**src/rtl/vga_timing_pkg.sv**
```systemverilog
// ============================================================================
// Module   : vga_timing_pkg
// Purpose  : 640x480@60 raster defaults, coordinate/colour types and colour
//            constants shared by the timing controller and pixel generators.
// Revision : 1.0 - initial release
// ============================================================================
`default_nettype none

package vga_timing_pkg;

  localparam int COORD_W = 10;
  localparam int RGB_W   = 24;

  typedef logic [COORD_W-1:0] coord_t;
  typedef logic [RGB_W-1:0]   rgb_t;

  localparam int H_SYNC  = 96;
  localparam int H_BACK  = 48;
  localparam int H_VALID = 640;
  localparam int H_FRONT = 16;

  localparam int V_SYNC  = 2;
  localparam int V_BACK  = 33;
  localparam int V_VALID = 480;
  localparam int V_FRONT = 10;

  function automatic int axis_total(input int sync, input int back,
                                    input int valid, input int front);
    return sync + back + valid + front;
  endfunction

  localparam int H_TOTAL = axis_total(H_SYNC, H_BACK, H_VALID, H_FRONT);
  localparam int V_TOTAL = axis_total(V_SYNC, V_BACK, V_VALID, V_FRONT);

  // Coordinate value presented whenever no pixel is being requested
  localparam coord_t NO_REQ = 10'h3FF;

  localparam rgb_t BLACK   = 24'h000000;
  localparam rgb_t WHITE   = 24'hFFFFFF;
  localparam rgb_t RED     = 24'hFF0000;
  localparam rgb_t GREEN   = 24'h00FF00;
  localparam rgb_t BLUE    = 24'h0000FF;
  localparam rgb_t YELLOW  = 24'hFFFF00;
  localparam rgb_t CYAN    = 24'h00FFFF;
  localparam rgb_t MAGENTA = 24'hFF00FF;
  localparam rgb_t GREY    = 24'h808080;

endpackage

`default_nettype wire

```
**src/rtl/vga_axis_timing.sv**
```systemverilog
// ============================================================================
// Module   : vga_axis_timing
// Purpose  : One raster axis: wrap counter with enable, sync/active/request
//            window decode and request-coordinate offset.
// Revision : 1.0 - initial release
// ============================================================================
`default_nettype none

module vga_axis_timing
  import vga_timing_pkg::*;
#(
  parameter int SYNC  = 96,
  parameter int BACK  = 48,
  parameter int VALID = 640,
  parameter int FRONT = 16,
  parameter int LEAD  = 0
) (
  input  logic   clk,
  input  logic   rst,
  input  logic   i_en,
  output logic   o_first,
  output logic   o_wrap,
  output logic   o_sync,
  output logic   o_active,
  output logic   o_req,
  output coord_t o_coord
);

  localparam int     TOTAL    = axis_total(SYNC, BACK, VALID, FRONT);
  localparam coord_t C_LAST   = coord_t'(TOTAL - 1);
  localparam coord_t C_SYNC   = coord_t'(SYNC);
  localparam coord_t C_ACT_LO = coord_t'(SYNC + BACK);
  localparam coord_t C_ACT_HI = coord_t'(SYNC + BACK + VALID);
  localparam coord_t C_REQ_LO = coord_t'(SYNC + BACK - LEAD);
  localparam coord_t C_REQ_HI = coord_t'(SYNC + BACK + VALID - LEAD);

  coord_t r_cnt;
  logic   w_at_last;

  assign w_at_last = (r_cnt == C_LAST);

  always_ff @(posedge clk or posedge rst) begin
    if (rst) begin
      r_cnt <= '0;
    end else if (i_en) begin
      r_cnt <= w_at_last ? '0 : r_cnt + 10'd1;
    end
  end

  // Wrap is an event: last count while enabled, so it can chain the next axis
  assign o_wrap   = w_at_last && i_en;
  assign o_first  = (r_cnt == '0);
  assign o_sync   = (r_cnt < C_SYNC);
  assign o_active = (r_cnt >= C_ACT_LO) && (r_cnt < C_ACT_HI);
  assign o_req    = (r_cnt >= C_REQ_LO) && (r_cnt < C_REQ_HI);
  assign o_coord  = r_cnt - C_REQ_LO;

endmodule

`default_nettype wire

```
**src/rtl/vga_timing_ctrl.sv**
```systemverilog
// ============================================================================
// Module   : vga_timing_ctrl
// Purpose  : VGA raster timing: sync generation, early pixel requests and
//            active-area blanking. Optional frame counter: VGA_FRAME_CNT_EN.
// Revision : 1.0 - initial release
// ============================================================================
`default_nettype none

module vga_timing_ctrl
  import vga_timing_pkg::*;
#(
  parameter int H_SYNC  = vga_timing_pkg::H_SYNC,
  parameter int H_BACK  = vga_timing_pkg::H_BACK,
  parameter int H_VALID = vga_timing_pkg::H_VALID,
  parameter int H_FRONT = vga_timing_pkg::H_FRONT,
  parameter int V_SYNC  = vga_timing_pkg::V_SYNC,
  parameter int V_BACK  = vga_timing_pkg::V_BACK,
  parameter int V_VALID = vga_timing_pkg::V_VALID,
  parameter int V_FRONT = vga_timing_pkg::V_FRONT,
  parameter int PIX_LAT = 1
) (
  input  logic        vga_clk,
  input  logic        sys_rst,
  input  logic [23:0] pix_data,
  output logic [9:0]  pix_x,
  output logic [9:0]  pix_y,
  output logic        pix_data_req,
  output logic        hsync,
  output logic        vsync,
  output logic        rgb_valid,
  output logic [23:0] rgb,
`ifdef VGA_FRAME_CNT_EN
  output logic [15:0] frame_cnt,
`endif
  output logic        frame_start
);

  logic   w_h_first, w_h_wrap, w_h_sync, w_h_act, w_h_req;
  logic   w_v_first, w_v_wrap, w_v_sync, w_v_act, w_v_req;
  coord_t w_h_coord, w_v_coord;
  logic   w_req;

  // Horizontal requests lead the active window by the pixel-source latency
  vga_axis_timing #(
    .SYNC  (H_SYNC),
    .BACK  (H_BACK),
    .VALID (H_VALID),
    .FRONT (H_FRONT),
    .LEAD  (PIX_LAT)
  ) u_h_axis (
    .clk      (vga_clk),
    .rst      (sys_rst),
    .i_en     (1'b1),
    .o_first  (w_h_first),
    .o_wrap   (w_h_wrap),
    .o_sync   (w_h_sync),
    .o_active (w_h_act),
    .o_req    (w_h_req),
    .o_coord  (w_h_coord)
  );

  vga_axis_timing #(
    .SYNC  (V_SYNC),
    .BACK  (V_BACK),
    .VALID (V_VALID),
    .FRONT (V_FRONT),
    .LEAD  (0)
  ) u_v_axis (
    .clk      (vga_clk),
    .rst      (sys_rst),
    .i_en     (w_h_wrap),
    .o_first  (w_v_first),
    .o_wrap   (w_v_wrap),
    .o_sync   (w_v_sync),
    .o_active (w_v_act),
    .o_req    (w_v_req),
    .o_coord  (w_v_coord)
  );

  assign w_req        = w_h_req && w_v_req;

  assign hsync        = w_h_sync;
  assign vsync        = w_v_sync;
  assign frame_start  = w_h_first && w_v_first;
  assign rgb_valid    = w_h_act && w_v_act;
  assign pix_data_req = w_req;
  assign pix_x        = w_req ? w_h_coord : NO_REQ;
  assign pix_y        = w_req ? w_v_coord : NO_REQ;
  assign rgb          = rgb_valid ? pix_data : BLACK;

`ifdef VGA_FRAME_CNT_EN
  logic [15:0] r_frame_cnt;

  // Counts completed frames; w_v_wrap fires on the last clock of a frame
  always_ff @(posedge vga_clk or posedge sys_rst) begin
    if (sys_rst) begin
      r_frame_cnt <= '0;
    end else if (w_v_wrap) begin
      r_frame_cnt <= r_frame_cnt + 16'd1;
    end
  end

  assign frame_cnt = r_frame_cnt;
`else
  logic w_unused_v_wrap;
  assign w_unused_v_wrap = w_v_wrap;
`endif

endmodule

`default_nettype wire

```
**config.mk**
```make
export PLATFORM = sky130hd
export DESIGN_NAME = vga_timing_ctrl
export DESIGN_NICKNAME = d
export VERILOG_FILES = /design/src/rtl/vga_timing_pkg.sv /design/src/rtl/vga_axis_timing.sv /design/src/rtl/vga_timing_ctrl.sv
export SDC_FILE = /design/constraint.sdc
export NUM_CORES = 1
export LEC_CHECK = 0
export BUFFER_PORTS_ARGS = -buffer_cell sky130_fd_sc_hd__buf_2
export CAP_MARGIN = 40
export CORE_MARGIN = 2
export CORE_UTILIZATION = 49
export CTS_CLUSTER_DIAMETER = 40
export DETAILED_ROUTE_END_ITERATION = 7
export PLACE_DENSITY = 0.89
export SETUP_SLACK_MARGIN = 0.02
export SLEW_MARGIN = 30
export SYNTH_ARGS = -nofsm -noshare
export SYNTH_HDL_FRONTEND = slang
export SYNTH_SLANG_ARGS = --single-unit
export TNS_END_PERCENT = 1
```
**constraint.sdc**
```tcl
create_clock -name vga_clk -period 2.8 [get_ports vga_clk]
set_input_delay 0.7 -clock vga_clk [delete_from_list [all_inputs] [get_ports vga_clk]]
set_output_delay 0.7 -clock vga_clk [all_outputs]
set_load 0.005 [all_outputs]
```
# Word-level counts from Yosys, hierarchy flattened
# Cells that the tools add are included.
dict set report word_totals {
  regBits 20
  wordCells 29
  inputBits 26
  out_inout_bits 49
}
dict set report classes {
  n_lt_le_gt_ge 8
  addsub 4
  mux 5
  n_reduce_logical 8
  eq_ne 2
}
# op n
set ops {}
lappend ops {{2-to-1 mux 10 bit} 4}
lappend ops {{< comparator 10 bit, second input constant} 3}
lappend ops {{2-to-1 mux 24 bit} 1}
lappend ops {{adder 10 x 1 -> 10 bit, second input constant} 2}
lappend ops {{equality test 10 bit, second input constant} 2}
lappend ops {{>= comparator 10 x 8 -> 1 bit, second input constant} 2}
lappend ops {{zero test 10 bit} 2}
lappend ops {{>= comparator 10 x 6 -> 1 bit, second input constant} 1}
lappend ops {{< comparator 10 x 2 -> 1 bit, second input constant} 1}
lappend ops {{< comparator 10 x 7 -> 1 bit, second input constant} 1}
lappend ops {{subtractor 10 x 6 -> 10 bit, second input constant} 1}
lappend ops {{subtractor 10 x 8 -> 10 bit, second input constant} 1}
lappend ops {{logical AND 1 bit} 6}

# Longest topological paths before layout
# Gate-level depths: netlist (run 1).
dict set report logic_depth {
  ltp_word 4
  depth_mapped 7
  depth_no_buf 6
}

# Cells and area by module
# A second synthesis (run 1) with hierarchy kept.
dict set report hier_totals {
  hier_cells 230
  area_unflattened_um2 1906.8
}
# module area_each_um2 cells_each instances seq_area_each_um2
set modules_own_cells {}
lappend modules_own_cells {{vga_axis_timing (u_h_axis)} 789.5 89 1 250.2}
lappend modules_own_cells {{vga_axis_timing (u_v_axis)} 734.5 85 1 250.2}
lappend modules_own_cells {vga_timing_ctrl 382.9 56 1 0.0}

# Worst setup path before layout (run 1)
# OpenSTA, ideal clock, no wires.
dict set report synth_path {
  path_type {register to output}
  from {register u_v_axis.r_cnt[0]}
  to {output rgb[14]}
  n_path_buf 2
  t_arrival_ps 1816
  setup_slack_ps 284
  required_time_ps 2100
  stages_incl_launch_ff 8
  path_cell_list {dfrtp_1 > ha_1 > clkbuf_1 > o41ai_2 > a21oi_1 > o221a_4 > buf_6 > and2_4}
}
dict set report synth_via {
  elab_chain_len 4
  word_cells_on_any_way 5
  cone_classes {2 x order compare; 1 x mux; 2 x reduce/logical}
}
# item line_no
set synth_rtl {}
lappend synth_rtl {{start, declared} vga_axis_timing.sv:37} ;# coord_t r_cnt;
lappend synth_rtl {{start signal, assigned} vga_axis_timing.sv:46} ;# r_cnt <= w_at_last ? '0 : r_cnt + 10'd1;
lappend synth_rtl {{>= comparator 10 x 6 -> 1 bit or < comparator 10 bit (tied branches)} vga_axis_timing.sv:54} ;# assign o_active = (r_cnt >= C_ACT_LO) && (r_cnt < C_ACT_HI);
lappend synth_rtl {{logical AND 1 bit (*)} vga_axis_timing.sv:54}
lappend synth_rtl {{logical AND 1 bit (*)} vga_timing_ctrl.sv:85} ;# assign rgb_valid = w_h_act && w_v_act;
lappend synth_rtl {{via rgb_valid} vga_timing_ctrl.sv:30} ;# output logic rgb_valid,
lappend synth_rtl {{2-to-1 mux 24 bit (*)} vga_timing_ctrl.sv:89} ;# assign rgb = rgb_valid ? pix_data : BLACK;
lappend synth_rtl {{end, declared} vga_timing_ctrl.sv:31} ;# output logic [23:0] rgb,
# The timed path passes the listed nets; every way through them passes the cells marked *.

# Final worst setup path (run 1)
dict set report layout_path {
  from {register u_v_axis.r_cnt[0]}
  to {output pix_y[1]}
}
dict set report layout_via {
  elab_chain_len 4
  word_cells_on_any_way 6
  cone_classes {1 x add/sub; 2 x order compare; 1 x mux; 2 x reduce/logical}
}
# item line_no
set layout_rtl {}
lappend layout_rtl {{>= comparator 10 x 6 -> 1 bit or < comparator 10 bit (tied branches)} vga_axis_timing.sv:55} ;# assign o_req = (r_cnt >= C_REQ_LO) && (r_cnt < C_REQ_HI);
lappend layout_rtl {{logical AND 1 bit} vga_axis_timing.sv:55}
lappend layout_rtl {{logical AND 1 bit} vga_timing_ctrl.sv:80} ;# assign w_req = w_h_req && w_v_req;
lappend layout_rtl {{2-to-1 mux 10 bit (*)} vga_timing_ctrl.sv:88} ;# assign pix_y = w_req ? w_v_coord : NO_REQ;
lappend layout_rtl {{end, declared} vga_timing_ctrl.sv:26} ;# output logic [9:0] pix_y,
# Mark *: on every way between the ends. The rest lies on a longest branch, timed or not.

==> results of run 1 <==
cells by family after synthesis:
family	synth area share [%]
and+or+nand+nor	36.98
xor gates and xnor gates	10.66
buffers and inverters	9.141
DFF	27.70
adders and majority gates	2.770
AOI/OAI and AO/OA	11.01
muxes	1.731
stage by stage:
step | power (W) | TNS, ps | cell area (µm²) | utilization (%)
floorplan | 0.0002990 | 0 | 1807 | -
global placement | 0.0003176 | 0 | 2177 | 60.37
detailed placement | 0.0003176 | 0 | 2177 | 60.37
CTS | 0.0005435 | 0 | 2248 | 62.35
global route | 0.0005590 | -109.6 | 2372 | 65.79
finish | 0.0005430 | 0 | 2372 | 65.79
critical path, cell delays in order (launching register included):
cell	delay, ps
sky130_fd_sc_hd__dfrtp_1	380
sky130_fd_sc_hd__ha_2	250
sky130_fd_sc_hd__nor4_2	240
sky130_fd_sc_hd__and3_4	280
sky130_fd_sc_hd__o22a_1	190
sky130_fd_sc_hd__buf_4	210
sky130_fd_sc_hd__nand3b_1	110
sky130_fd_sc_hd__buf_2	140
placed cells by master, fill, tap and decap left out, types with 3 or more instances in the layout:
cell type,n
sky130_fd_sc_hd__and4_1,5
sky130_fd_sc_hd__xnor2_1,12
sky130_fd_sc_hd__dfrtp_1,13
sky130_fd_sc_hd__inv_1,6
sky130_fd_sc_hd__ha_1,3
sky130_fd_sc_hd__a21oi_1,3
sky130_fd_sc_hd__nand4_1,4
sky130_fd_sc_hd__o31ai_1,3
sky130_fd_sc_hd__dfrtp_2,7
sky130_fd_sc_hd__clkbuf_8,4
sky130_fd_sc_hd__o21ai_0,4
sky130_fd_sc_hd__and2_2,4
sky130_fd_sc_hd__nand3b_1,3
sky130_fd_sc_hd__xor2_1,10
sky130_fd_sc_hd__nand3_1,22
sky130_fd_sc_hd__nand2_1,8
sky130_fd_sc_hd__buf_4,15
sky130_fd_sc_hd__buf_2,74
sky130_fd_sc_hd__and2_4,20
sky130_fd_sc_hd__nor4_1,3
sky130_fd_sc_hd__and3_1,5
sky130_fd_sc_hd__nor2_1,11
cell type report:
class                           instances  area, µm²
Timing Repair Buffer                   91      505.5
Inverter                                6      22.52
Fill cell                             296       1234
Tap cell                               48      60.06
Sequential cell                        20      509.2
Clock buffer                            4      55.05
Multi-Input combinational cell        159       1220
worst max path at each step:
stage                             startpoint        to  slack, ps  cells past startpoint
6_report       u_v_axis.r_cnt[0]$_DFFE_PP0N_  pix_y[1]         30                      7
4_1_cts        u_v_axis.r_cnt[0]$_DFFE_PP0N_    rgb[6]          8                      6
2_1_floorplan  u_v_axis.r_cnt[0]$_DFFE_PP0N_   rgb[14]        280                      7
3_3_place_gp     u_h_axis.r_cnt[5]$_DFF_PP0_    rgb[3]        250                      5
3_5_place_dp     u_h_axis.r_cnt[5]$_DFF_PP0_    rgb[3]        200                      5
5_1_grt        u_v_axis.r_cnt[0]$_DFFE_PP0N_  pix_y[4]        -30                      7
power by group:
part	total (W)	internal, W	switching, W
logic	0.0000249	0.0000138	0.0000111
registers	0.000288	0.000288	0
clock network	0.000230	0.000126	0.000104
cell usage after synthesis (2+ instances only):
library cell	n	share of area, %
sky130_fd_sc_hd__ha_1	4	2.8
sky130_fd_sc_hd__xor2_1	10	4.8
sky130_fd_sc_hd__and2_4	19	9.2
sky130_fd_sc_hd__inv_1	6	1.2
sky130_fd_sc_hd__nand3_1	22	6.1
sky130_fd_sc_hd__dfrtp_1	20	28
sky130_fd_sc_hd__and3_1	7	2.4
sky130_fd_sc_hd__and2_2	5	2.1
sky130_fd_sc_hd__nor2b_1	2	0.69
sky130_fd_sc_hd__nand2_1	8	1.7
sky130_fd_sc_hd__mux2i_1	2	1.1
sky130_fd_sc_hd__a21oi_1	5	1.4
sky130_fd_sc_hd__nand4b_1	2	0.97
sky130_fd_sc_hd__nor2_1	11	2.3
sky130_fd_sc_hd__or3_1	3	1.0
sky130_fd_sc_hd__xnor2_1	12	5.8
sky130_fd_sc_hd__and4_1	5	2.4
sky130_fd_sc_hd__buf_2	6	1.7
sky130_fd_sc_hd__nand4_1	4	1.4
sky130_fd_sc_hd__a21boi_0	3	1.2
sky130_fd_sc_hd__o21ai_0	4	1.1
sky130_fd_sc_hd__nand3b_1	3	1.2
sky130_fd_sc_hd__nor4_1	5	1.7
sky130_fd_sc_hd__buf_6	5	3.1
sky130_fd_sc_hd__o31ai_1	3	1.2
sky130_fd_sc_hd__clkbuf_1	14	2.9
state kept, by name, indices dropped and copies added, names as in the netlist:
signal          cells
u_v_axis.r_cnt     10
u_h_axis.r_cnt     10
what timing repair did:
item,in CTS,in global routing
endpoints found under the setup margin,32,46
gates resized for setup,4,21
cloned,0,2
pin swaps,1,3
buffers inserted,0,4
routing by layer:
| metal | GRT usage, % | share of wire [%] |
|---|---|---|
| met5 | 0 | 0 |
| met4 | 7.181 | 1.6 |
| met3 | 2.951 | 9.3 |
| met2 | 41.88 | 49 |
| met1 | 28.70 | 40 |
==> results by stage, run 1 <==
Synthesis:
- In this run the cell area of the synthesized design comes to around 1800 µm².
- The prevailing post-synth register cell is sky130_fd_sc_hd__dfrtp_1.
- Yosys mapped a number of flops with a built-in enable equal to 0.
- In this run, synthesis produced a sequential element count of 20.
- In the synthesized netlist, the number of instances is 210.
- A synthesized cell averages 8.603 µm².
- Counting distinct cell types in the post-synthesis netlist gives 46.
- The total nets after synthesis is 240.
- Yosys printed 0 warnings.
- The share of synthesized flip-flops with an asynchronous set or reset is between 90% and 100%.
- After synthesis, flip-flops and latches occupy between 20% and 30% of the total area.

Floorplan:
- After floorplanning, the core was divided into 22 placement rows.
- The boundary pin count is between 70 and 80.
- The area enclosed by the die boundary is between 4000 and 5000 µm².
- The floorplan step set the die width to about 65 µm.
- The core area is 3606 µm².
- The die is 64.72 µm tall.
- The effective utilization at floorplan is about half.

Worst setup path:
- The number of cell instances on the worst register-to-register path is 6.
- STA classifies the critical path startpoint as a register.
- The worst setup path is of the reg2out kind.
- Data on the critical path is required at its endpoint by 2100 ps.
- The largest fanout on the critical path is 10.
- In this run the critical register-to-register path is captured at u_v_axis.r_cnt[9]$_DFFE_PP0N_.
- The startpoint identified for the worst register-to-register timing path is u_h_axis.r_cnt[7]$_DFF_PP0_.
- The internal reg-to-reg setup slack is approximately 620 ps.
- The capturing element type of the critical path is an output port.
- For the worst setup path, the data arrival time is just over 2000 ps.

Detailed routing:
- The number of remaining DRC errors is 0.
- The first detailed-routing pass took 4 iterations.
- The number of DRC markers after the initial detailed-route iteration is 100.
- Detailed routing inserted a total of around 1900 vias.
- The final layout contains routed wiring with a total length of about 5300 µm.
- The count of nets left with antenna violations after detail routing is 0.
- In the final routed layout, each cell accounts on average for around 16 µm.
- The vias per cell is between 5 and 6.

Power:
- The static leakage is 1.168 nW.
- Dividing total power by cell area gives a power density of ~230 nW/µm².
- Across the VDD grid, the largest voltage drop is 0.1670 mV.

Timing:
- Hold timing on the final database bottoms out at a slack of roughly 410 ps.
- The transition time of the tightest slew-check pin is between 500 and 600 ps.
- The shortest clock period the worst path allows after layout is between 2000 and 3000 ps.
- The worst path meets setup with 34.43 ps of slack.
- In this run the tightest slew margin relative to its limit is 64.40%.
- Setup repair after global routing could not meet its margin everywhere.
- Static timing analysis puts the maximum clock frequency at between 0.3 and 0.4 GHz.
- The clock arrives with ~2.8 ps of skew.
- The worst path uses between 90% and 100% of the clock period.
- The number of max-slew violations in the final report is 0.
- The count of endpoints failing setup in the final report is 0.
- The final hold violation count is 0.

Cells and area:
- The number of standard cells in the layout, taps in and fillers out is about 330.
- The number of antenna diodes in the final layout is 0.
- At the end of the flow, the number of nets in the layout was around 310.
- In the final layout, the share of cells above drive strength 1 is between 50% and 60%.
- The layout-stage area growth over the synthesis result is 31.30%.

Clock tree:
- The number of H-tree branching levels is 1.
- For this design, the sink count on the clock tree is 20.
- In this run the clock root is driven by a sky130_fd_sc_hd__clkbuf_8.
- TritonCTS built the clock tree.
- The insertion delay of the later-clocked pin in the worst-skew pair is 270 ps.
- The clock passes through at most 2 buffers.
- Buffers inserted during clock tree synthesis total 3.
- The hold-fix buffer count after cts is 0.
- The clock input transition at the sequential cells of the worst setup and hold paths is about 80 ps.

Global route:
- The global-route wire length before repair is 7624 µm.
- The maximum number of pins on one net before global-route repair is 26.
- The overall fraction of global-route tracks in use is 23.26%.
- The number of antenna violations at the first check in global routing came to 0.
- The number of global-route vias before repair is between 1500 and 2000.
- The overall overflow remaining after global route is 0.

Run:
- Max-cap violations in this run came to 0.

Place:
- The global placement routability congestion is between 0.9 and 1.
- Buffers placed on the I/O ports in this run total 74.
- The setup slack at placement is ~200 ps.
- The placed cell count is roughly 320.
- The post-detailed-placement half-perimeter wirelength is 3447 µm.

Run status:
- The run finished with clean final reports.

Hold path:
- The path class of the lowest-slack min-delay path is in2async.
(Power assumes the default switching activity.)
==> run 2: changes to the inputs <==
CORE_UTILIZATION = 40   (was 49)
PLACE_DENSITY = 0.77   (was 0.89)
==> results by stage, run 2 (same netlist as run 1, synthesis figures left out) <==
Run status:
- The run finished with clean final reports.

Cells and area:
- The commonest non-fill, non-tap cell in the layout is sky130_fd_sc_hd__buf_2.
- The final core utilization came to 55.26% (-11 points).
- The final standard cell area without fillers is 2406 µm² (+1.4%).
- The fill cell total of the finished layout came to 410 (+39%).
- The share of cells above drive strength 1 is 49.65% (-1.1 points).
- The largest registers in the layout are u_h_axis.r_cnt (10), u_v_axis.r_cnt (10).
- The count of antenna diodes in the layout is 0 (unchanged).
- From synthesis to final layout, the design area changed by 33.17%.
- The net total in the final layout came to 316 (+1.6%).
- The area of the multi-input gates is 1220 µm² (unchanged).
- The library cells used most frequently in the layout, excluding fill and tap cells, are sky130_fd_sc_hd__buf_2, sky130_fd_sc_hd__nand3_1, sky130_fd_sc_hd__and2_4, sky130_fd_sc_hd__buf_4, sky130_fd_sc_hd__dfrtp_1.
- The footprint of the flip-flops and latches is 503.0 µm² (-1.2%).

Clock tree:
- The cell at the root of the clock tree is sky130_fd_sc_hd__clkbuf_8.
- The CTS tree is built.
- The total CTS buffers came to 3 (unchanged).
- The number of H-tree branching levels is 1 (unchanged).
- The hold-fix buffer count after cts is 0 (unchanged).
- The deepest clock path buffer count is 2 (unchanged).
- The insertion delay of the later-clocked pin in the worst-skew pair is 260 ps (about the same).
- The total clock sinks is 20 (unchanged).
- The clock input transition at the sequential cells of the worst setup and hold paths is 70 ps (about the same).

Timing:
- Setup repair after global routing could not meet its margin everywhere.
- The clock skew after layout is 2.008 ps (-0.7598 ps).
- The period utilization is 98.12% (-0.65 points).
- The tightest slew margin relative to the limit came to 66.06% (+1.7 points).
- The final setup slack of the worst path came to 52.52 ps (+18.10 ps).
- The maximum clock frequency was 0.3640 GHz (+0.66%).
- The final hold violation count is 0 (unchanged).
- The shortest clock period the worst path allows after layout came to 2747 ps (-18.10 ps).
- The final total negative setup slack is 0 ps (unchanged).
- The count of endpoints failing setup in the final report is 0 (unchanged).
- The hold slack is 339.0 ps (-67.86 ps).
- The transition time of the tightest slew-check pin was 504.9 ps (-24.77 ps).
- The number of max-slew violations in the final report came to 0 (unchanged).

Floorplan:
- The core area is 4354 µm² (+21%).
- The floorplan die height is 71.21 µm (+10%).
- The boundary pin count is 75 (unchanged).
- The total number of placement rows came to 24 (+9.1%).
- The area enclosed by the die boundary is 5070 µm² (+21%).
- The die width is 71.21 µm (+10%).
- The effective utilization at floorplan is 41.49% (-8.6 points).

Detailed routing:
- The final routed wire length divided by cell count was 14.69 µm (-8.4%).
- The count of nets left with antenna violations after detail routing is 0 (unchanged).
- The total wire length is 4936 µm (-6.2%).
- The number of DRC markers after the initial detailed-route iteration is 107 (+7.0%).
- The total via count in the routed design is 1821 (-2.8%).
- The first-pass iteration count of the detailed router is 6 (+2).
- The number of remaining DRC errors came to 0 (unchanged).
- The vias per cell came to 5.420 (-5.1%).

Worst setup path:
- The worst setup path is launched from a register.
- The arrival time of the worst setup path came to 2050 ps (-20 ps).
- STA classifies the critical path endpoint as an output port.
- The end of the worst register-to-register path is u_v_axis.r_cnt[9]$_DFFE_PP0N_.
- In this run the critical register-to-register path is launched from u_h_axis.r_cnt[7]$_DFF_PP0_.
- The largest fanout on the critical path was 13 (+3).
- The critical path class is reg2out.
- The internal reg-to-reg setup slack is 830 ps (+210 ps).
- The required time reported for the critical path endpoint is 2100 ps (about the same).
- The number of cell instances on the worst register-to-register path was 4 (-2).

Global route:
- The number of antenna violations at the first check in global routing is 0 (unchanged).
- The overall fraction of global-route tracks in use is 18.66% (-4.6 points).
- The global-route wire length before repair is 7514 µm (-1.4%).
- The maximum number of pins on one net before global-route repair is 26 (unchanged).
- The overall overflow remaining after global route is 0 (unchanged).
- The number of global-route vias before repair is 1592 (-2.0%).

Run:
- The number of maximum-capacitance constraint violations is 0 (unchanged).

Place:
- The post-detailed-placement half-perimeter wirelength is 3602 µm (+4.5%).
- The count of port buffers added during placement came to 74 (unchanged).
- The setup slack at placement is 218.8 ps (+19.51 ps).
- The standard cell area after detailed placement is 2212 µm² (+1.6%).
- The global placement routability congestion is 0.8161 (-11%).

Power:
- The relative contribution of sequential cells to total power is 57.3% (+4.2 points).
- The proportion of total power due to net switching was 20.85% (-0.36 points).
- The internal power is 0.0003987 W (-6.8%).
- The peak ir drop on the vdd network is 0.1065 mV (-36%).
- The switching power was 0.0001050 W (-8.8%).
- The combinational share of power is 5.0% (+0.4 points).
- The total power density per cell area is 209.4 nW/µm² (-8.5%).
- The clock group share of total power is 37.7% (-4.6 points).
- The static leakage is 1.203 nW (+3.1%).

Hold path:
- The path class of the lowest-slack min-delay path is in2async.
-- run 2: cell count changes in the layout (fill, tap and decap cells not counted), moves of 2 or more --
cell / delta
sky130_fd_sc_hd__buf_4: +3
sky130_fd_sc_hd__and3_2: +2
sky130_fd_sc_hd__dfrtp_1: +5
sky130_fd_sc_hd__and3_4: -2
sky130_fd_sc_hd__dfrtp_2: -5
-- run 2: worst max-delay path by stage --
stage,slack (ps),to,cells after the start,from
finish,50,rgb[1],6,u_v_axis.r_cnt[0]$_DFFE_PP0N_
global route,-8,rgb[1],5,u_h_axis.r_cnt[5]$_DFF_PP0_
global placement,210,pix_y[4],7,u_h_axis.r_cnt[0]$_DFF_PP0_
CTS,30,rgb[1],5,u_h_axis.r_cnt[4]$_DFF_PP0_
floorplan,280,rgb[14],7,u_v_axis.r_cnt[0]$_DFFE_PP0N_
detailed placement,220,rgb[1],5,u_h_axis.r_cnt[5]$_DFF_PP0_
-- run 2: cell type report --
| class | count | share of cell area (%) |
|---|---|---|
| clock buffer | 3 | 1.716 |
| inverter | 6 | 0.9360 |
| multi-input combinational | 159 | 50.70 |
| sequential | 20 | 20.90 |
| tap | 52 | 2.704 |
| timing repair buffer | 96 | 23.04 |
-- run 2: worst max-delay path, stage by stage (launching register included) --
cell and delay, ps:
sky130_fd_sc_hd__dfrtp_1 400, sky130_fd_sc_hd__ha_1 270, sky130_fd_sc_hd__o41ai_4 280, sky130_fd_sc_hd__a21oi_2 140, sky130_fd_sc_hd__o221a_4 360, sky130_fd_sc_hd__and2_2 200, sky130_fd_sc_hd__buf_2 120
-- run 2: what timing repair did --
action                     in CTS  in global routing
gates cloned                    0                  1
setup endpoints to repair      35                 45
buffers inserted                0                  6
resized for setup               5                 14
pin swaps                       0                  3
-- run 2: power groups by stage --
stage | Clock (W) | Combinational (W) | Sequential [W]
finish | 0.000190 | 0.0000250 | 0.000289
global route | 0.000203 | 0.0000277 | 0.000288
CTS | 0.000195 | 0.0000236 | 0.000289
detailed placement | 0 | 0.0000234 | 0.000294
global placement | 0 | 0.0000230 | 0.000294
floorplan | 0 | 0.00000466 | 0.000294
-- run 2: routing by layer --
| metal | global-route usage, % | vias up | wire length [µm] |
|---|---|---|---|
| met5 | 0 | - | 0 |
| met4 | 7.338 | 0 | 78 |
| met3 | 3.561 | 8 | 349 |
| met2 | 33.44 | 75 | 2462 |
| met1 | 21.76 | 853 | 2046 |
| li1 | - | 885 | - |
-- run 2: per-stage QoR --
stage / instances / total power [W]
final: 336 / 0.0005038
after global routing: 336 / 0.0005188
after CTS: 328 / 0.0005067
after detailed placement: 325 / 0.0003177
after global placement: 325 / 0.0003174
after floorplan: 210 / 0.0002990
==> run 3: changes to the inputs <==
ABC_AREA = 1   (was default)
PLACE_DENSITY = 0.76   (was 0.77)
REMOVE_ABC_BUFFERS = 1   (was default)
SETUP_SLACK_MARGIN = 0.5   (was 0.02)
==> results by stage, run 3 <==
Run status:
- The run finished with clean final reports.

Worst setup path:
- Traced cell by cell, the critical path runs through nor2_4, nand2_2, o21ai_4, nand2_2, nor2_4, buf_6, nand2_1, buf_2.
- The cell depth of the worst setup path is 8 (+2).
- The highest cell delay on the worst timing path is 440 ps (+40 ps).
- In this run the critical register-to-register path is captured at u_v_axis.r_cnt[4]$_DFFE_PP0N_.
- The capturing element type of the critical path is an output port.
- The critical path class is reg2out.
- The number of cell instances on the worst register-to-register path was 6 (+2).
- The count of buffer and inverter cells on the critical path is 2 (+1).
- On the critical path, the stage with the largest delay is an instance of sky130_fd_sc_hd__dfrtp_1.
- The arrival time of the worst setup path is 1870 ps (-180 ps).
- The internal reg-to-reg setup slack is 1190 ps (+360 ps).
- The family with the most delay on the worst path is simple AND/OR/NAND/NOR gates.
- The required time reported for the critical path endpoint is 2100 ps (about the same).
- The startpoint identified for the worst register-to-register timing path is u_h_axis.r_cnt[4]$_DFF_PP0_.
- The largest fanout on the critical path is 5 (-8).
- STA classifies the critical path startpoint as a register.

Detailed routing:
- The total via count in the routed design is 2170 (+19%).
- The number of DRC markers after the initial detailed-route iteration is 77 (-28%).
- The total wire length is 5171 µm (+4.8%).
- The number of remaining DRC errors is 0 (unchanged).
- The first-pass iteration count of the detailed router came to 5 (-1).
- The count of nets left with antenna violations after detail routing is 0 (unchanged).
- The final routed wire length divided by cell count came to 11.36 µm (-23%).
- The vias per cell is 4.769 (-12%).

Synthesis:
- Sorting the synthesized cells by area gives the leading types as sky130_fd_sc_hd__dfrtp_1, sky130_fd_sc_hd__nand2_1, sky130_fd_sc_hd__inv_1.
- The count of flip-flops with a built-in enable after synthesis is 0 (unchanged).
- The area share of the largest cell type after synthesis is 26.01% (-1.7 points).
- The mean instance size in the synthesized netlist is 6.128 µm² (-29%).
- The commonest cells after synthesis are sky130_fd_sc_hd__nand2_1, sky130_fd_sc_hd__inv_1, sky130_fd_sc_hd__nor2_1.
- The number of synthesis warnings is 0 (unchanged).
- In the synthesized netlist the dominant register cell turns out to be sky130_fd_sc_hd__dfrtp_1.
- In the post-synthesis netlist, the cell with the most instances is sky130_fd_sc_hd__nand2_1.
- The number of distinct library cell variants in the gate-level netlist after synthesis is 29 (-37%).
- The number of instances in the synthesized netlist was 314 (+50%).
- The netlist area before placement is 1924 µm² (+6.5%).
- The share of synthesized flip-flops with an asynchronous set or reset is 100.0% (unchanged).
- The sequential cell area fraction in the yosys report is 26.01% (-1.7 points).
- The number of flip-flops and latches in the synthesized netlist was 20 (unchanged).
- The largest total area in the synthesized netlist belongs to sky130_fd_sc_hd__dfrtp_1.

Cells and area:
- The largest registers in the layout are u_h_axis.r_cnt (10), u_v_axis.r_cnt (10).
- Leaving out fill and tap cells, the most frequent cells in the layout are sky130_fd_sc_hd__nand2_1, sky130_fd_sc_hd__buf_2, sky130_fd_sc_hd__inv_1, sky130_fd_sc_hd__nor2_1, sky130_fd_sc_hd__nand3_1.
- The final standard cell area without fillers is 2532 µm² (+5.3%).
- The final core utilization was 53.97% (-1.3 points).
- The net total in the final layout was 433 (+37%).
- The commonest non-fill, non-tap cell in the layout is sky130_fd_sc_hd__nand2_1.
- The share of cells above drive strength 1 is 34.16% (-15 points).
- The number of standard cells in the layout, taps in and fillers out is 455 (+35%).
- The layout-stage area growth over the synthesis result is 31.60%.
- The count of antenna diodes in the layout is 0 (unchanged).
- The fill cell total of the finished layout is 459 (+12%).

Global route:
- The global-route wire length before repair came to 8100 µm (+7.8%).
- The maximum number of pins on one net before global-route repair came to 26 (unchanged).
- The number of antenna violations at the first check in global routing is 0 (unchanged).
- The overall overflow remaining after global route is 0 (unchanged).
- The number of global-route vias before repair is 1867 (+17%).
- The overall fraction of global-route tracks in use is 19.28% (+0.62 points).

Place:
- The global placement routability congestion is 0.9512 (+17%).
- The post-detailed-placement half-perimeter wirelength is 3873 µm (+7.5%).
- The standard cell area after detailed placement is 2328 µm² (+5.3%).
- The count of port buffers added during placement came to 74 (unchanged).
- The placed cell count is 439 (+35%).

Power:
- The peak ir drop on the vdd network is 0.2022 mV (+90%).
- The static leakage is 1.518 nW (+26%).
- The total power of the final layout is 0.0005239 W (+4.0%).
- The total power density per cell area is 206.9 nW/µm² (-1.2%).

Floorplan:
- The core area came to 4692 µm² (+7.8%).
- The boundary pin count is 75 (unchanged).
- The total number of placement rows is 25 (+4.2%).
- The floorplan die height came to 73.36 µm (+3.0%).
- The die width is 73.36 µm (+3.0%).
- The effective utilization at floorplan is 41.01% (-0.48 points).
- The area enclosed by the die boundary is 5382 µm² (+6.1%).

Timing:
- The count of endpoints failing setup in the final report came to 0 (unchanged).
- Setup repair after global routing could not meet its margin everywhere.
- The shortest clock period the worst path allows after layout came to 2567 ps (-180.0 ps).
- The maximum clock frequency is 0.3895 GHz (+7.0%).
- The period utilization is 91.69% (-6.4 points).
- The final hold violation count is 0 (unchanged).
- The transition time of the tightest slew-check pin is 457.5 ps (-47.36 ps).
- The tightest slew margin relative to the limit is 69.39% (+3.3 points).
- The clock skew after layout is 11.95 ps (+9.946 ps).
- The final total negative setup slack is 0 ps (unchanged).
- The number of max-slew violations in the final report came to 0 (unchanged).

Clock tree:
- The insertion delay of the later-clocked pin in the worst-skew pair is 270 ps (about the same).
- The deepest clock path buffer count is 2 (unchanged).
- The number of H-tree branching levels came to 1 (unchanged).
- The hold-fix buffer count after cts was 0 (unchanged).
- The clock input transition at the sequential cells of the worst setup and hold paths is 90 ps (+20 ps).
- The cell at the root of the clock tree is sky130_fd_sc_hd__clkbuf_8.
- The total clock sinks is 20 (unchanged).
- TritonCTS built the clock tree.
- The total CTS buffers is 3 (unchanged).

Run:
- The number of maximum-capacitance constraint violations is 0 (unchanged).

Hold path:
- The worst hold path belongs to the class in2async.
[run 3: cell types whose count changed after synthesis, moves of 7 or more]
cell	change
sky130_fd_sc_hd__nor2_1	+36
sky130_fd_sc_hd__and3_1	-7
sky130_fd_sc_hd__xnor2_1	-11
sky130_fd_sc_hd__and2_4	-19
sky130_fd_sc_hd__inv_1	+62
sky130_fd_sc_hd__nand2_1	+77
sky130_fd_sc_hd__clkbuf_1	-14
sky130_fd_sc_hd__nand2_2	+12
[run 3: area by class of cell]
type | count | area, µm² | share of cell area [%]
Multi-Input combinational cell | 216 | 1127 | 44.52
Timing Repair Buffer | 91 | 520.5 | 20.55
Sequential cell | 20 | 508.0 | 20.06
Inverter | 71 | 267.8 | 10.57
Tap cell | 54 | 67.56 | 2.668
Clock buffer | 3 | 41.29 | 1.630
[run 3: how the worst max path moves through the flow]
| stage | from | slack, ps | endpoint |
|---|---|---|---|
| 2_1_floorplan | u_v_axis.r_cnt[0]$_DFFE_PP0N_ | 450 | pix_x[0] |
| 3_3_place_gp | u_v_axis.r_cnt[1]$_DFFE_PP0N_ | 270 | pix_y[6] |
| 3_5_place_dp | u_v_axis.r_cnt[1]$_DFFE_PP0N_ | 230 | pix_y[4] |
| 4_1_cts | u_v_axis.r_cnt[1]$_DFFE_PP0N_ | 230 | pix_y[6] |
| 5_1_grt | u_h_axis.r_cnt[1]$_DFF_PP0_ | 100 | pix_x[6] |
| 6_report | u_v_axis.r_cnt[6]$_DFFE_PP0N_ | 230 | pix_y[9] |
[run 3: worst register-to-register path, delay by kind of cell, from the launching register on]
kind / cells / cell delay, ps
AOI/OAI and AO/OA: 1 / 90
DFF: 1 / 500
and+or+nand+nor: 3 / 600
buffers and inverters: 2 / 350
[run 3: stage by stage]
stage,hold WS (ps),setup WS (ps)
floorplan,551.0,450.2
global placement,577.1,268.7
detailed placement,593.3,229.9
CTS,604.9,228.8
global route,394.6,97.40
finish,358.4,232.5
[run 3: kinds of logic after synthesis]
family	share of synthesized area, %
simple gates	44.73
buf+inv	17.23
flops	26.01
compound gates	4.877
xor+xnor	4.552
fa+ha+maj	2.601
[run 3: repair_timing]
item                                    4_1_cts  5_1_grt
setup buffers                                11        1
pin swaps                                     7        4
cloned                                        0        0
gates resized for setup                      15        6
endpoints found under the setup margin       47       48
endpoints found under the hold margin         0        0
[run 3: routing by layer]
metal  GRT usage, %  routed length [µm]  vias to the layer above
met5              0                   0                        -
met4          7.071                  88                        0
met3          1.783                 381                        9
met2          34.43                2435                       92
met1          24.00                2265                      957
li1               -                   -                     1112
[run 3: power by group]
group           total, W  switching (W)  internal, W
logic          0.0000313      0.0000153    0.0000160
registers       0.000288              0     0.000288
clock network   0.000204       0.000108    0.0000963
total           0.000524       0.000123     0.000401
